## config.mk

```make
export PLATFORM = sky130hd
export DESIGN_NAME = seq_magnitude_comparator_flat
export DESIGN_NICKNAME = d
export VERILOG_FILES = /design/src/rtl/seq_magnitude_comparator_if.sv /design/src/rtl/seq_magnitude_comparator.sv /design/src/flat_wrapper.sv
export SDC_FILE = /design/constraint.sdc
export NUM_CORES = 1
export LEC_CHECK = 0
export BUFFER_PORTS_ARGS = -buffer_cell sky130_fd_sc_hd__buf_2
export CORE_MARGIN = 3
export CORE_UTILIZATION = 33
export CTS_CLUSTER_SIZE = 25
export DETAILED_ROUTE_END_ITERATION = 12
export GPL_TIMING_DRIVEN = 0
export SETUP_SLACK_MARGIN = 0.1
export SYNTH_ARGS = -nofsm -noshare
export SYNTH_HDL_FRONTEND = slang
export SYNTH_SLANG_ARGS = --single-unit
```

## constraint.sdc

```tcl
create_clock -name clk -period 5.8 [get_ports clk]
set_input_delay 0.58 -clock clk [delete_from_list [all_inputs] [get_ports clk]]
set_output_delay 0.58 -clock clk [all_outputs]
set_load 0.01 [all_outputs]
```

## src/rtl/seq_magnitude_comparator_if.sv

```systemverilog
// seq_magnitude_comparator_if: operand/cascade request, result hand-off and debug override bundle
interface seq_magnitude_comparator_if #(
  parameter int WIDTH = 32,
  parameter int CNT_W = 16
);
  logic             in_valid;
  logic             in_ready;
  logic [WIDTH-1:0] a;
  logic [WIDTH-1:0] b;
  logic             cas_l;
  logic             cas_e;
  logic             cas_g;
  logic             out_valid;
  logic             out_ready;
  logic             lt;
  logic             eq;
  logic             gt;
  logic [2:0]       dbg_sel;
  logic [2:0]       dbg_val;
  logic [CNT_W-1:0] cmp_count;
  modport master (
    output in_valid, a, b, cas_l, cas_e, cas_g, out_ready, dbg_sel, dbg_val,
    input  in_ready, out_valid, lt, eq, gt, cmp_count
  );
  modport slave (
    input  in_valid, a, b, cas_l, cas_e, cas_g, out_ready, dbg_sel, dbg_val,
    output in_ready, out_valid, lt, eq, gt, cmp_count
  );
endinterface

```

## src/rtl/seq_magnitude_comparator.sv

```systemverilog
// seq_magnitude_comparator: MSB-first chunked unsigned compare with early exit, cascade resolve and debug override
module seq_magnitude_comparator #(
  parameter int WIDTH = 32,
  parameter int CHUNK = 4,
  parameter int CNT_W = 16
) (
  input logic clk,
  input logic rst,
  seq_magnitude_comparator_if.slave bus
);
  localparam int N  = WIDTH / CHUNK;
  localparam int IW = N > 1 ? $clog2(N) : 1;
  typedef enum logic [1:0] {IDLE, RUN, DONE} state_t;
  state_t           state, state_n;
  logic [WIDTH-1:0] ra, rb, ra_n, rb_n;
  logic [2:0]       cas, cas_n, res, res_n, cas_res;
  logic [IW-1:0]    idx, idx_n;
  logic [CNT_W-1:0] cnt, cnt_n;
  logic [CHUNK-1:0] ca, cb;
  assign ca = ra[idx*CHUNK +: CHUNK];
  assign cb = rb[idx*CHUNK +: CHUNK];
  // cascade only matters for fully-equal operands; less wins over greater
  assign cas_res = cas[2] ? 3'b100 : cas[0] ? 3'b001 : 3'b010;
  assign bus.in_ready  = (state == IDLE) & ~rst;
  assign bus.out_valid = state == DONE;
  assign bus.cmp_count = cnt;
  assign {bus.lt, bus.eq, bus.gt} = (bus.dbg_sel & bus.dbg_val) | (~bus.dbg_sel & res);
  always_ff @(posedge clk or posedge rst) begin
    if (rst) begin
      state <= IDLE;
      ra    <= '0;
      rb    <= '0;
      cas   <= '0;
      idx   <= '0;
      res   <= '0;
      cnt   <= '0;
    end else begin
      state <= state_n;
      ra    <= ra_n;
      rb    <= rb_n;
      cas   <= cas_n;
      idx   <= idx_n;
      res   <= res_n;
      cnt   <= cnt_n;
    end
  end
  always_comb begin
    state_n = state;
    ra_n    = ra;
    rb_n    = rb;
    cas_n   = cas;
    idx_n   = idx;
    res_n   = res;
    cnt_n   = cnt;
    case (state)
      IDLE: if (bus.in_valid) begin
        ra_n    = bus.a;
        rb_n    = bus.b;
        cas_n   = {bus.cas_l, bus.cas_e, bus.cas_g};
        idx_n   = IW'(N - 1);
        state_n = RUN;
      end
      RUN: if (ca != cb) begin
        res_n   = ca < cb ? 3'b100 : 3'b001;
        state_n = DONE;
      end else if (idx == '0) begin
        res_n   = cas_res;
        state_n = DONE;
      end else begin
        idx_n = idx - 1'b1;
      end
      DONE: if (bus.out_ready) begin
        cnt_n   = cnt + 1'b1;
        state_n = IDLE;
      end
      default: state_n = IDLE;
    endcase
  end
endmodule

```

## src/flat_wrapper.sv

```systemverilog
// flat-port wrapper written by rule: the top's interface ports become plain ports
module seq_magnitude_comparator_flat 
#(
  parameter int WIDTH = 32,
  parameter int CHUNK = 4,
  parameter int CNT_W = 16
)
  (clk, rst, bus_in_valid, bus_a, bus_b, bus_cas_l, bus_cas_e, bus_cas_g, bus_out_ready, bus_dbg_sel, bus_dbg_val, bus_in_ready, bus_out_valid, bus_lt, bus_eq, bus_gt, bus_cmp_count);
  seq_magnitude_comparator_if #(.WIDTH(WIDTH), .CNT_W(CNT_W)) bus_i ();
  input logic clk;
  input logic rst;
  input wire logic [$bits(bus_i.in_valid)-1:0] bus_in_valid;
  input wire logic [$bits(bus_i.a)-1:0] bus_a;
  input wire logic [$bits(bus_i.b)-1:0] bus_b;
  input wire logic [$bits(bus_i.cas_l)-1:0] bus_cas_l;
  input wire logic [$bits(bus_i.cas_e)-1:0] bus_cas_e;
  input wire logic [$bits(bus_i.cas_g)-1:0] bus_cas_g;
  input wire logic [$bits(bus_i.out_ready)-1:0] bus_out_ready;
  input wire logic [$bits(bus_i.dbg_sel)-1:0] bus_dbg_sel;
  input wire logic [$bits(bus_i.dbg_val)-1:0] bus_dbg_val;
  output wire logic [$bits(bus_i.in_ready)-1:0] bus_in_ready;
  output wire logic [$bits(bus_i.out_valid)-1:0] bus_out_valid;
  output wire logic [$bits(bus_i.lt)-1:0] bus_lt;
  output wire logic [$bits(bus_i.eq)-1:0] bus_eq;
  output wire logic [$bits(bus_i.gt)-1:0] bus_gt;
  output wire logic [$bits(bus_i.cmp_count)-1:0] bus_cmp_count;
  assign bus_i.in_valid = bus_in_valid;
  assign bus_i.a = bus_a;
  assign bus_i.b = bus_b;
  assign bus_i.cas_l = bus_cas_l;
  assign bus_i.cas_e = bus_cas_e;
  assign bus_i.cas_g = bus_cas_g;
  assign bus_i.out_ready = bus_out_ready;
  assign bus_i.dbg_sel = bus_dbg_sel;
  assign bus_i.dbg_val = bus_dbg_val;
  assign bus_in_ready = bus_i.in_ready;
  assign bus_out_valid = bus_i.out_valid;
  assign bus_lt = bus_i.lt;
  assign bus_eq = bus_i.eq;
  assign bus_gt = bus_i.gt;
  assign bus_cmp_count = bus_i.cmp_count;
  seq_magnitude_comparator #(.WIDTH(WIDTH), .CHUNK(CHUNK), .CNT_W(CNT_W)) u_core (.clk(clk), .rst(rst), .bus(bus_i));
endmodule
```

* Yosys cells after proc, flatten, opt, wreduce, memory -nomap -nowiden *
Index checks and enable logic that the tools add are counted.

word-level totals
  bits in registers = 91
  input bits = 77
  logic and storage cells = 49

operators by class
  add/subtract/negate cells = 2
  order comparisons = 1
  equality and inequality tests = 8
  shift operators = 2
  mux-type cells = 14
  bitwise gates (word level) = 6
  reductions and logical operators = 9

operators by type and width
  cell                                                  number
  indexed part select 32 x 6 -> 4 bit                   2
  2-to-1 mux 3 bit                                      7
  adder 16 x 1 -> 16 bit (second input constant)        1
  2-to-1 mux 2 bit                                      5
  != test 2 bit (second input constant)                 4
  bitwise AND 3 bit                                     2
  one-hot mux 2 bit (3 select lines)                    1
  one-hot mux 3 bit (2 select lines)                    1
  AND reduction 2 bit                                   3
  less-than comparator 4 bit                            1
  != test 4 bit                                         1
  AND reduction 4 bit                                   1
  nonzero test 2 bit                                    2
  zero test 3 bit                                       1
  != test 3 x 1 -> 1 bit (second input constant)        1
  inverter 3 bit                                        1
  bitwise OR 3 bit                                      1
  AND reduction 3 bit                                   1
  subtractor 3 x 1 -> 3 bit (second input constant)     1
  equality test 2 x 1 -> 1 bit (second input constant)  1
  equality test 2 bit (second input constant)           1
  zero test 2 bit                                       1
  bitwise AND 1 bit                                     1
  inverter 1 bit                                        1

* Logic depth before layout (Yosys ltp) *
Gate-level depths: netlist of run 1.

  depth after elaboration = 4
  mapped depth = 9
  mapped depth without buffers = 7

* Worst setup path before layout of run 1 *
OpenSTA, ideal clock, no wires.

  kind = reg2reg
  from = reg u_core.idx[0]
  to = reg u_core.state[1]
  setup time = 0.149 ns
  arrival time = 2.347 ns
  data required time = 5.651 ns
  setup slack = 3.304 ns
  cell stages (with the launch flop) = 8
  period minus slack after synthesis = 2.496 ns
  path through = dfrtp_1 buf_4 mux4_2 mux2_2 ha_1 nand4_1 o21ai_0 o21ai_0

on the way
  longest elaborated chain between the ends = 4
  elaborated cells on any way between the ends = 8
  those cells by class = eq/ne: 2; shift: 2; mux: 2; reduce/logical: 2

ends and longest elaborated chain
  what                                                                                        RTL line                                                        text
  start: declaration                                                                          seq_magnitude_comparator.sv:17                                  logic [IW-1:0] idx, idx_n;
  start signal: assignment                                                                    seq_magnitude_comparator.sv:42                                  idx <= idx_n;
  indexed part select 32 x 6 -> 4 bit, on equally long branches                               seq_magnitude_comparator.sv:20, seq_magnitude_comparator.sv:21
  != test 4 bit                                                                               seq_magnitude_comparator.sv:63                                  RUN: if (ca != cb) begin
  != test 3 x 1 -> 1 bit (no source line) or 2-to-1 mux 2 bit (tied branches)                 -
  AND reduction 3 bit (no source line) or one-hot mux 2 bit (3 select lines) (tied branches)  -
  end signal: assignment                                                                      seq_magnitude_comparator.sv:38                                  state <= state_n;
  end: declaration                                                                            seq_magnitude_comparator.sv:14                                  state_t state, state_n;

Several ways; a longest one is shown, not always the timed one.
A chain may end at the register's enable or synchronous reset.

* Final worst setup path of run 1 *
  from = reg u_core.idx[1]
  to = reg u_core.state[1]

Same word-level chain as after synthesis.

==> summary.md, run 1 <==
| Metric | Value |
|---|---|
| Largest area contributor in the netlist | dfrtp_1 |
| Router iterations before antenna repair | 4 |
| Layout cells sized above 1 | 54.48% |
| Clk root buf | clkbuf_16 |
| Synthesis-stage register bit count | 90 |
| ANT nets after route | 0 |
| GP Congestion | 0.7195 |
| Worst-path fanout max | 10 |
| Setup TNS | 0 ps |
| Count leader, synth | dfrtp_1 |
| CP Buf/Inv Count | 2 |
| Crit path max-delay cell type | o21ai_0 |
| CTS tree | yes |
| Syn_area_per_cell | 14.83 um^2 |
| Total wire length | 8995 um |
| First-pass GRT wire length | 14610 um |
| Syn Inst Count | 278 |
| Total track usage | 13.65% |
| Via count | 2679 |
| CTS Hold Bufs | 0 |
| Peak VDD IR | 0.2273 mV |
| Max-slew violation count | 0 |
| FF-to-FF path depth | 8 |
| Drt drc | 0 |
| Final Hold Vio Count | 0 |
| Crit path max-delay family | compound AO/OA/AOI/OAI gates |
| Reg2Reg Setup Slack | 2660 ps |
| Final Critical Period | 3136 ps |
| Register Area | 0.002252 mm^2 |
| Power Dens Cells | 487.4 mW/mm^2 |
| H-tree levels | 3 |
| Synth top area cells | dfrtp_1, mux2_2, mux4_2, ha_1, xnor2_1 |
| FF-to-FF Start | u_core.idx[1] |
| Number of global-route vias before repair | 2767 |
| Setup Viol. Count Final | 0 |
| Worst-Margin Slew | 613.4 ps |
| Die height | 117.8 um |
| Worst Skew | 8.023 ps |
| DP Wirelength | 6753 um |
| Critical-path cell list | buf_2, buf_2, mux4_2, mux2_2, ha_1, nand4_1, o21ai_0, o21ai_0 |
| Die width | 117.8 um |
| Top FF cell, synth | dfrtp_1 |
| Syn Nets | 362 |
| Initial Utilization | 34.04% |
| Fin crit share | 54.07% |
| Antenna violations before repair | 0 |
| Post-synth cell types | 36 |
| Required @ worst endpoint | 5980 ps |
| EDFF count, synth | 0 |
| Crit path launch type | flop |
| Worst-Skew Late Latency | 340 ps |
| Initial DRC count | 64 |
| Drt via density | 4.792 |
| Buffers on Ports | 96 |
| # clock sinks | 90 |
| Non-filler instance count after layout | 559 |
| Footprint of the multi-input gates | 0.001779 mm^2 |
| Wire per inst | 16.09 um |
| Std cell rows | 40 |
| Worst Setup Slack, final | 2664 ps |
| Fillers | 1178 |
| Hold crit path type | primary input to async pin |
| Core area | 0.01211 mm^2 |
| Cell area after synthesis | 0.004123 mm^2 |
| CTS clk-pin slew, worst paths | 60 ps |
| ANT cells | 0 |
| Pre-CTS setup slack | 2658 ps |
| Post CTS Setup Buffer Count | 0 |
| Fmax | 318.9 MHz |
| Fin nets | 470 |
| Setup crit end kind | flop |
| Crit path largest cell delay | 570 ps |
| Synth warn | 0 |
| RSZ-0062 raised after global routing | false |
| Global route overflow | 0 |
| CTS resizes | 0 |
| Slew HR | 59.11% |
| Worst r2r dst | u_core.state[1] |
| Sequential cell area fraction in the yosys report | 54.63% |
| Run status | finished clean |
| CTS Buffer Depth | 2 |
| Crit Path Category | flop to flop |
| Largest net degree at the start of global routing | 56 |
| Final Power | 2.517 mW |
| Leakage | 2.415 nW |
| Synth top area share | 54.63% |
| Synth top cells by count | dfrtp_1, mux2_2, mux4_2, buf_2, xnor2_1 |
| Num ports | 98 |
| Max cap viols | 0 |
| Synth-to-layout area growth | 25.25% |
| Num CTS Buffers | 9 |
| Critical path arrival | 3320 ps |
| Ys async rst share | 100.0% |
| Dpl cells | 543 |
| Die area | 0.01387 mm^2 |
## logic make-up after synthesis
group           Yosys count  share of synthesized area (%)
flops                    90                          54.63
compound gates           14                          2.277
xor+xnor                 15                          3.187
simple gates             41                          5.918
fa+ha+maj                 7                          2.124
mux                      93                          29.65
buf+inv                  18                          2.216
## placed cells by master (no fill, tap or decap), drive strengths merged, types with 3 or more instances in the layout
cell type,netlist,final
clkbuf,1,12
nand4,4,4
xnor2,10,10
inv,5,5
nor3,6,6
nand2,7,7
mux4,16,16
mux2i,4,4
o21ai,4,4
nor2,3,3
and3,3,3
buf,12,109
mux2,73,73
dfrtp,90,90
nand3,6,6
ha,7,7
nor2b,4,4
xor2,5,5
and4,3,3
## report_power, final
part           total [mW]  internal, mW  leakage (nW)  switching (mW)
clock network       0.621         0.388         0.156           0.234
registers            1.05         0.901          1.08           0.152
logic               0.843         0.499          1.18           0.343
## cell type report
cell class,count,area share (%)
plain buffers,13,1.405
clock buffers,11,4.701
clock inverters,5,1.502
inverters,5,0.4119
multi-input cells,170,34.46
flip-flops and latches,90,43.62
well taps,168,4.071
repair buffers,97,9.838
## state kept, by name (all words and copies together) (netlist names)
register              flops
u_core.idx                3
u_core.state              2
u_core.res                3
u_core.ra                32
u_core.cas                2
u_core.rb                32
u_core.bus.cmp_count     16
## routing by layer
| layer | global-route usage, % | vias to the layer above | part of all wire, % |
|---|---|---|---|
| li1 | - | 1235 | - |
| met2 | 22.60 | 75 | 50 |
| met5 | 0 | - | 0 |
| met4 | 3.736 | 0 | 1.1 |
| met3 | 4.901 | 8 | 6.4 |
| met1 | 16.94 | 1361 | 43 |
## metrics by stage
| step | util [%] | hold slack [ps] | area (um^2) |
|---|---|---|---|
| 2_1_floorplan | - | 439.3 | 4123 |
| 6_report | 42.63 | 279.0 | 5164 |
| 5_1_grt | 42.63 | 302.3 | 5164 |
| 3_5_place_dp | 39.99 | 459.1 | 4843 |
| 3_3_place_gp | 39.74 | 455.1 | 4813 |
| 4_1_cts | 42.63 | 282.1 | 5164 |
## how the worst max path moves through the flow
stage                        startpoint                 endpoint  depth (start not counted)
after floorplan                     rst  u_core.bus.cmp_count[0]                          1
after global placement              rst             u_core.rb[8]                          2
after detailed placement  u_core.idx[1]            u_core.res[2]                          8
after CTS                 u_core.idx[1]          u_core.state[1]                          8
after global routing      u_core.idx[1]          u_core.state[1]                          8
final                     u_core.idx[1]          u_core.state[1]                          8
Power figures use the tool's default switching activity.
==> run 2, diff against run 1 <==
ABC_AREA = 1   (was unset)
clock period = 2.6 ns   (was 5.8 ns; I/O delays follow)
==> summary.md, run 2 <==
| Metric | Value |
|---|---|
| Antenna violations before repair | 0 (unchanged) |
| Required @ worst endpoint | 2820 ps (was 5980 ps) |
| CTS clk-pin slew, worst paths | 70 ps (was 60 ps) |
| First-pass GRT wire length | 17360 um (was 14610 um) |
| Critical-path cell list | clkbuf_2, o21ai_0, o211ai_1, o21ai_0, ha_1, nand2_1, nor2_4, buf_4, o21ai_0, nand3_1, o21ai_0 (was buf_2, buf_2, mux4_2, mux2_2, ha_1, nand4_1, o21ai_0, o21ai_0) |
| Global route overflow | 0 (unchanged) |
| Critical path arrival | 2460 ps (was 3320 ps) |
| Die height | 120.6 um (was 117.8 um) |
| Worst Skew | 6.026 ps (was 8.023 ps) |
| Initial DRC count | 130 (was 64) |
| Synthesis-stage register bit count | 90 (unchanged) |
| Placement Cell Area | 0.005076 mm^2 (was 0.004843 mm^2) |
| Max-slew violation count | 0 (unchanged) |
| Crit path max-delay cell type | dfrtp_1 (was o21ai_0) |
| ANT cells | 0 (unchanged) |
| FF-to-FF Start | u_core.idx[0] (was u_core.idx[1]) |
| Synth top area share | 51.93% (was 54.63%) |
| Crit path capture | u_core.res[0] (was u_core.state[1]) |
| Worst-Margin Slew | 896.7 ps (was 613.4 ps) |
| Via count | 3389 (was 2679) |
| Largest area contributor in the netlist | dfrtp_1 (unchanged) |
| Fin nets | 627 (was 470) |
| Worst setup path startpoint | u_core.idx[0] (was u_core.idx[1]) |
| Leakage | 2.661 nW (was 2.415 nW) |
| GP Congestion | 0.7703 (was 0.7195) |
| Fin crit share | 86.36% (was 54.07%) |
| Fmax | 445.4 MHz (was 318.9 MHz) |
| Reg2Reg Setup Slack | 350 ps (was 2660 ps) |
| Final Power | 6.404 mW (was 2.517 mW) |
| Worst-Skew Late Latency | 340 ps (about the same) |
| H-tree levels | 3 (unchanged) |
| Run status | finished clean (unchanged) |
| Slew HR | 40.09% (was 59.11%) |
| Power Dens Cells | 1181 mW/mm^2 (was 487.4 mW/mm^2) |
| Final Hold Vio Count | 0 (unchanged) |
| Drt via density | 4.707 (was 4.792) |
| CTS Buffer Depth | 2 (unchanged) |
| Worst-path fanout max | 10 (unchanged) |
| Final Critical Period | 2245 ps (was 3136 ps) |
| Syn_area_per_cell | 10.04 um^2 (was 14.83 um^2) |
| Number of global-route vias before repair | 3482 (was 2767) |
| Layout cells sized above 1 | 36.31% (was 54.48%) |
| CTS Hold Bufs | 0 (unchanged) |
| Core area | 0.01272 mm^2 (was 0.01211 mm^2) |
| Syn Nets | 516 (was 362) |
| Footprint of the multi-input gates | 0.001888 mm^2 (was 0.001779 mm^2) |
| Buffers on Ports | 96 (unchanged) |
| Die width | 120.6 um (was 117.8 um) |
| EDFF count, synth | 0 (unchanged) |
| ANT nets after route | 0 (unchanged) |
| Register Area | 0.002253 mm^2 (was 0.002252 mm^2) |
| Worst r2r dst | u_core.res[0] (was u_core.state[1]) |
| Hold crit path type | primary input to async pin (unchanged) |
| Total wire length | 10610 um (was 8995 um) |
| Total track usage | 15.05% (was 13.65%) |
| Synth top cells by count | dfrtp_1, nand2_1, nor2_1, o21ai_0, mux2_2 (was dfrtp_1, mux2_2, mux4_2, buf_2, xnor2_1) |
| Drt drc | 0 (unchanged) |
| Max cap viols | 0 (unchanged) |
| Die area | 0.01455 mm^2 (was 0.01387 mm^2) |
| Top FF cell, synth | dfrtp_1 (unchanged) |
| Wire per inst | 14.73 um (was 16.09 um) |
| Fin area | 0.005423 mm^2 (was 0.005164 mm^2) |
| Router iterations before antenna repair | 4 (unchanged) |
| Synth-to-layout area growth | 25.04% (was 25.25%) |
| DP Wirelength | 8005 um (was 6753 um) |
| Most used cell, CP | o21ai_0 |
| Count leader, synth | dfrtp_1 (unchanged) |
| Sequential cell area fraction in the yosys report | 51.93% (was 54.63%) |
| Most frequent cells in the layout | buf_2, dfrtp_1, nand2_1 (was buf_2, dfrtp_1, mux2_2) |
| Post-synth cell types | 27 (was 36) |
| Num ports | 98 (unchanged) |
| Std cell rows | 41 (was 40) |
| Synth top area cells | dfrtp_1, mux2_2, o21ai_0, nand2_1, nor2_1 (was dfrtp_1, mux2_2, mux4_2, ha_1, xnor2_1) |
| RSZ-0062 raised after global routing | false (unchanged) |
| Largest net degree at the start of global routing | 40 (was 56) |
| Crit Path Category | flop to flop (unchanged) |
| Crit path launch type | flop (unchanged) |
| Setup crit end kind | flop (unchanged) |
| Crit path largest cell delay | 430 ps (was 570 ps) |
| Setup Viol. Count Final | 0 (unchanged) |
| Syn Inst Count | 432 (was 278) |
| Num CTS Buffers | 9 (unchanged) |
| Ys async rst share | 100.0% (unchanged) |
| FF-to-FF path depth | 11 (was 8) |
| CTS tree | yes (unchanged) |
| Synth warn | 0 (unchanged) |
| Commonest non-fill, non-tap cell in the layout | buf_2 (unchanged) |
| Clk root buf | clkbuf_16 (unchanged) |
| Initial Utilization | 34.09% (was 34.04%) |
| Cell area after synthesis | 0.004337 mm^2 (was 0.004123 mm^2) |
| Peak VDD IR | 0.3966 mV (was 0.2273 mV) |
| Finished Core Util | 42.62% (was 42.63%) |
| # clock sinks | 90 (unchanged) |
| Stages on the worst setup path | 11 (was 8) |
| Crit path max-delay family | compound AO/OA/AOI/OAI gates (unchanged) |
| Fillers | 1295 (was 1178) |
| CP Buf/Inv Count | 2 (unchanged) |
-- run 2: worst min-delay path by stage --
stage,endpoint,slack [ps],start,cells after the start
after floorplan,u_core.state[1],370,bus_out_ready,1
after global placement,u_core.bus.cmp_count[15],450,u_core.bus.cmp_count[15],1
after detailed placement,u_core.bus.cmp_count[15],460,u_core.bus.cmp_count[15],1
after CTS,u_core.state[0],140,rst,2
after global routing,u_core.rb[6],150,bus_b[6],2
final,u_core.bus.cmp_count[15],120,rst,2
-- run 2: cell families after synthesis --
kind of cell | Yosys count | synth area share, %
compound gates | 81 | 10.07
xor+xnor | 13 | 2.626
fa+ha+maj | 7 | 2.020
buf+inv | 50 | 4.876
flops | 90 | 51.93
mux | 57 | 15.67
simple gates | 134 | 12.81
-- run 2: power breakdown --
part	leakage, nW	internal [mW]	switching, mW
registers	1.08	2.01	0.366
clock network	0.137	0.753	0.554
logic	1.45	1.25	1.47
total	2.66	4.01	2.39
-- run 2: routing by layer --
layer	part of all wire (%)	track usage [%]
met2	47	23.93
met5	0	0
met1	48	20.91
met3	3.4	2.760
met4	1.5	4.745
-- run 2: cell type report --
class | instances | area share [%]
buffer | 18 | 2.054
clock buffer | 11 | 4.292
clock inverter | 5 | 1.154
inverter | 32 | 2.284
multi-input combinational | 292 | 34.82
sequential | 90 | 41.56
tap | 172 | 3.969
timing repair buffer | 100 | 9.875
-- run 2: what timing repair did --
| item | 4_1_cts | 5_1_grt |
|---|---|---|
| setup buffers | 0 | 2 |
| cloned | 0 | 0 |
| pin swaps | 0 | 3 |
| resized for setup | 6 | 18 |
| endpoints found under the setup margin | 7 | 8 |
-- run 2: per-stage QoR --
stage               instances  hold slack, ps  worst slack [ps]  TNS, ps
CTS                       718           140.4             102.7        0
finish                    720           116.2             354.6        0
detailed placement        702           462.7            -60.81   -124.8
global route              720           148.2             115.2        0
global placement          700           451.5            -29.38   -29.38
floorplan                 432           367.3             485.8        0
==> run 3, diff against run 2 <==
CTS_CLUSTER_DIAMETER = 30   (was unset)
clock period = 2 ns   (was 2.6 ns; I/O delays follow)
==> summary.md, run 3 (synthesis gave the netlist of run 2 again) <==
| Metric | Value |
|---|---|
| Hold crit path type | primary input to flop (was primary input to async pin) |
| H-tree levels | 3 (unchanged) |
| Global route overflow | 0 (unchanged) |
| DP Wirelength | 8122 um (was 8005 um) |
| ANT nets after route | 0 (unchanged) |
| Total wire length | 11040 um (was 10610 um) |
| Synth-to-layout area growth | 31.51% (was 25.04%) |
| Max-slew violation count | 0 (unchanged) |
| Fin area | 0.005703 mm^2 (was 0.005423 mm^2) |
| Dpl cells | 702 (unchanged) |
| First-pass GRT wire length | 17950 um (was 17360 um) |
| Critical-path cell list | buf_6, o21ai_0, o22ai_2, nand2_1, nand2_1, ha_1, nand2_2, nor2_4, a21oi_4, buf_4, nand2_1, nand2_1 (was clkbuf_2, o21ai_0, o211ai_1, o21ai_0, ha_1, nand2_1, nor2_4, buf_4, o21ai_0, nand3_1, o21ai_0) |
| Largest net degree at the start of global routing | 42 (was 40) |
| Router iterations before antenna repair | 4 (unchanged) |
| Most used cell, CP | nand2_1 (was o21ai_0) |
| Setup crit end kind | flop (unchanged) |
| CTS clk-pin slew, worst paths | 60 ps (was 70 ps) |
| Crit path max-delay family | simple AND/OR/NAND/NOR gates (was compound AO/OA/AOI/OAI gates) |
| CTS Buffer Depth | 2 (unchanged) |
| Run status | finished with violations (was finished clean) |
| Worst Setup Slack, final | -179.2 ps (was 354.6 ps) |
| Fmax | 458.9 MHz (was 445.4 MHz) |
| Peak VDD IR | 0.6491 mV (was 0.3966 mV) |
| Crit path largest cell delay | 500 ps (was 430 ps) |
| Num ports | 98 (unchanged) |
| Die width | 120.6 um (unchanged) |
| Leakage | 2.775 nW (was 2.661 nW) |
| Die area | 0.01455 mm^2 (unchanged) |
| RSZ-0062 raised after global routing | true (was false) |
| Total track usage | 15.59% (was 15.05%) |
| Drt drc | 0 (unchanged) |
| Number of global-route vias before repair | 3544 (was 3482) |
| Most frequent cells in the layout | buf_2, dfrtp_1, nand2_1 (unchanged) |
| Drt via density | 4.733 (was 4.707) |
| Fin Hold WS | 91.51 ps (was 116.2 ps) |
| Slew HR | 73.31% (was 40.09%) |
| # clock sinks | 90 (unchanged) |
| Layout cells sized above 1 | 42.47% (was 36.31%) |
| Wire per inst | 15.10 um (was 14.73 um) |
| Num CTS Buffers | 9 (unchanged) |
| CTS tree | yes (unchanged) |
| Final Hold Vio Count | 0 (unchanged) |
| Clk root buf | clkbuf_16 (unchanged) |
| Worst Skew | 8.376 ps (was 6.026 ps) |
| Critical path arrival | 2400 ps (was 2460 ps) |
| Std cell rows | 41 (unchanged) |
| Required @ worst endpoint | 2220 ps (was 2820 ps) |
| Setup TNS | -1109 ps (was 0 ps) |
| Crit path max-delay cell type | dfrtp_2 (was dfrtp_1) |
| CP Buf/Inv Count | 2 (unchanged) |
| Worst-path fanout max | 7 (was 10) |
| Buffers on Ports | 96 (unchanged) |
| Commonest non-fill, non-tap cell in the layout | buf_2 (unchanged) |
| Max cap viols | 0 (unchanged) |
| Final Critical Period | 2179 ps (was 2245 ps) |
| Worst-Margin Slew | 399.5 ps (was 896.7 ps) |
| Non-filler instance count after layout | 731 (was 720) |
| Setup Viol. Count Final | 8 (was 0) |
| GP Congestion | 0.7985 (was 0.7703) |
| Failing checks | negative setup slack |
| Power Dens Cells | 1610 mW/mm^2 (was 1181 mW/mm^2) |
| Die height | 120.6 um (unchanged) |
| Fin crit share | 109.0% (was 86.36%) |
| Via count | 3460 (was 3389) |
| Fin nets | 637 (was 627) |
| Placement Cell Area | 0.005101 mm^2 (was 0.005076 mm^2) |
| Finished Core Util | 44.83% (was 42.62%) |
| Antenna violations before repair | 0 (unchanged) |
| Worst-Skew Late Latency | 340 ps (about the same) |
| Initial Utilization | 34.09% (unchanged) |
| Initial DRC count | 152 (was 130) |
| Crit Path Category | flop to flop (unchanged) |
| Core area | 0.01272 mm^2 (unchanged) |
| Crit path launch type | flop (unchanged) |
run 3: cell types whose count changed in the layout (fill, tap and decap cells not counted), sizes merged:
cell | previous run | this run
clkbuf | 18 | 15
diode | 0 | 1
clkinvlp | 3 | 1
clkinv | 0 | 4
dlygate4sd3 | 0 | 1
inv | 33 | 31
buf | 111 | 123
run 3: worst paths after layout:
path	start	endpoint	slack, ps	cells after the start
setup / recovery	u_core.idx[0]	u_core.res[2]	-180	12
hold / removal	bus_b[11]	u_core.rb[11]	90	2
setup reg to reg	u_core.idx[0]	u_core.res[2]	-180	12
hold reg to reg	u_core.bus.cmp_count[15]	u_core.bus.cmp_count[15]	460	1
max in group asynchronous	rst	u_core.ra[28]	800	5
min in group asynchronous	rst	u_core.bus.cmp_count[15]	420	3
run 3: cell type report:
class | instances | area [um^2]
multi-input cells | 292 | 1996
well taps | 172 | 215.2
plain buffers | 18 | 171.4
flip-flops and latches | 90 | 2255
clock inverters | 5 | 53.80
clock buffers | 11 | 242.7
inverters | 32 | 126.4
diodes | 1 | 2.502
repair buffers | 110 | 640.6
fillers | 1250 | 7019
run 3: report_power, final:
| group | internal, mW | switching (mW) | leakage (nW) | total (mW) |
|---|---|---|---|---|
| registers | 2.62 | 0.529 | 1.08 | 3.15 |
| clock network | 0.999 | 0.698 | 0.149 | 1.70 |
| logic | 2.14 | 2.20 | 1.55 | 4.34 |
run 3: what timing repair did:
item                                    4_1_cts  5_1_grt
resized for setup                            42       39
setup buffers                                 7        2
endpoints found under the setup margin        8        8
hold buffers                                  1        0
gates cloned                                  2        0
endpoints found under the hold margin        15        0
pin swaps                                    11       14
run 3: routing by layer:
layer	global-route usage [%]	part of all wire, %	vias up
met3	3.040	3.4	18
met1	21.74	48	1668
li1	-	-	1699
met4	6.232	1.9	0
met5	0	0	-
met2	23.89	47	75
run 3: per-stage QoR:
stage          worst slack, ps  power [mW]
2_1_floorplan            106.9       5.599
3_3_place_gp            -279.4       6.448
3_5_place_dp            -320.6       6.594
4_1_cts                 -115.0       8.839
5_1_grt                 -299.9       9.880
6_report                -179.2       9.183
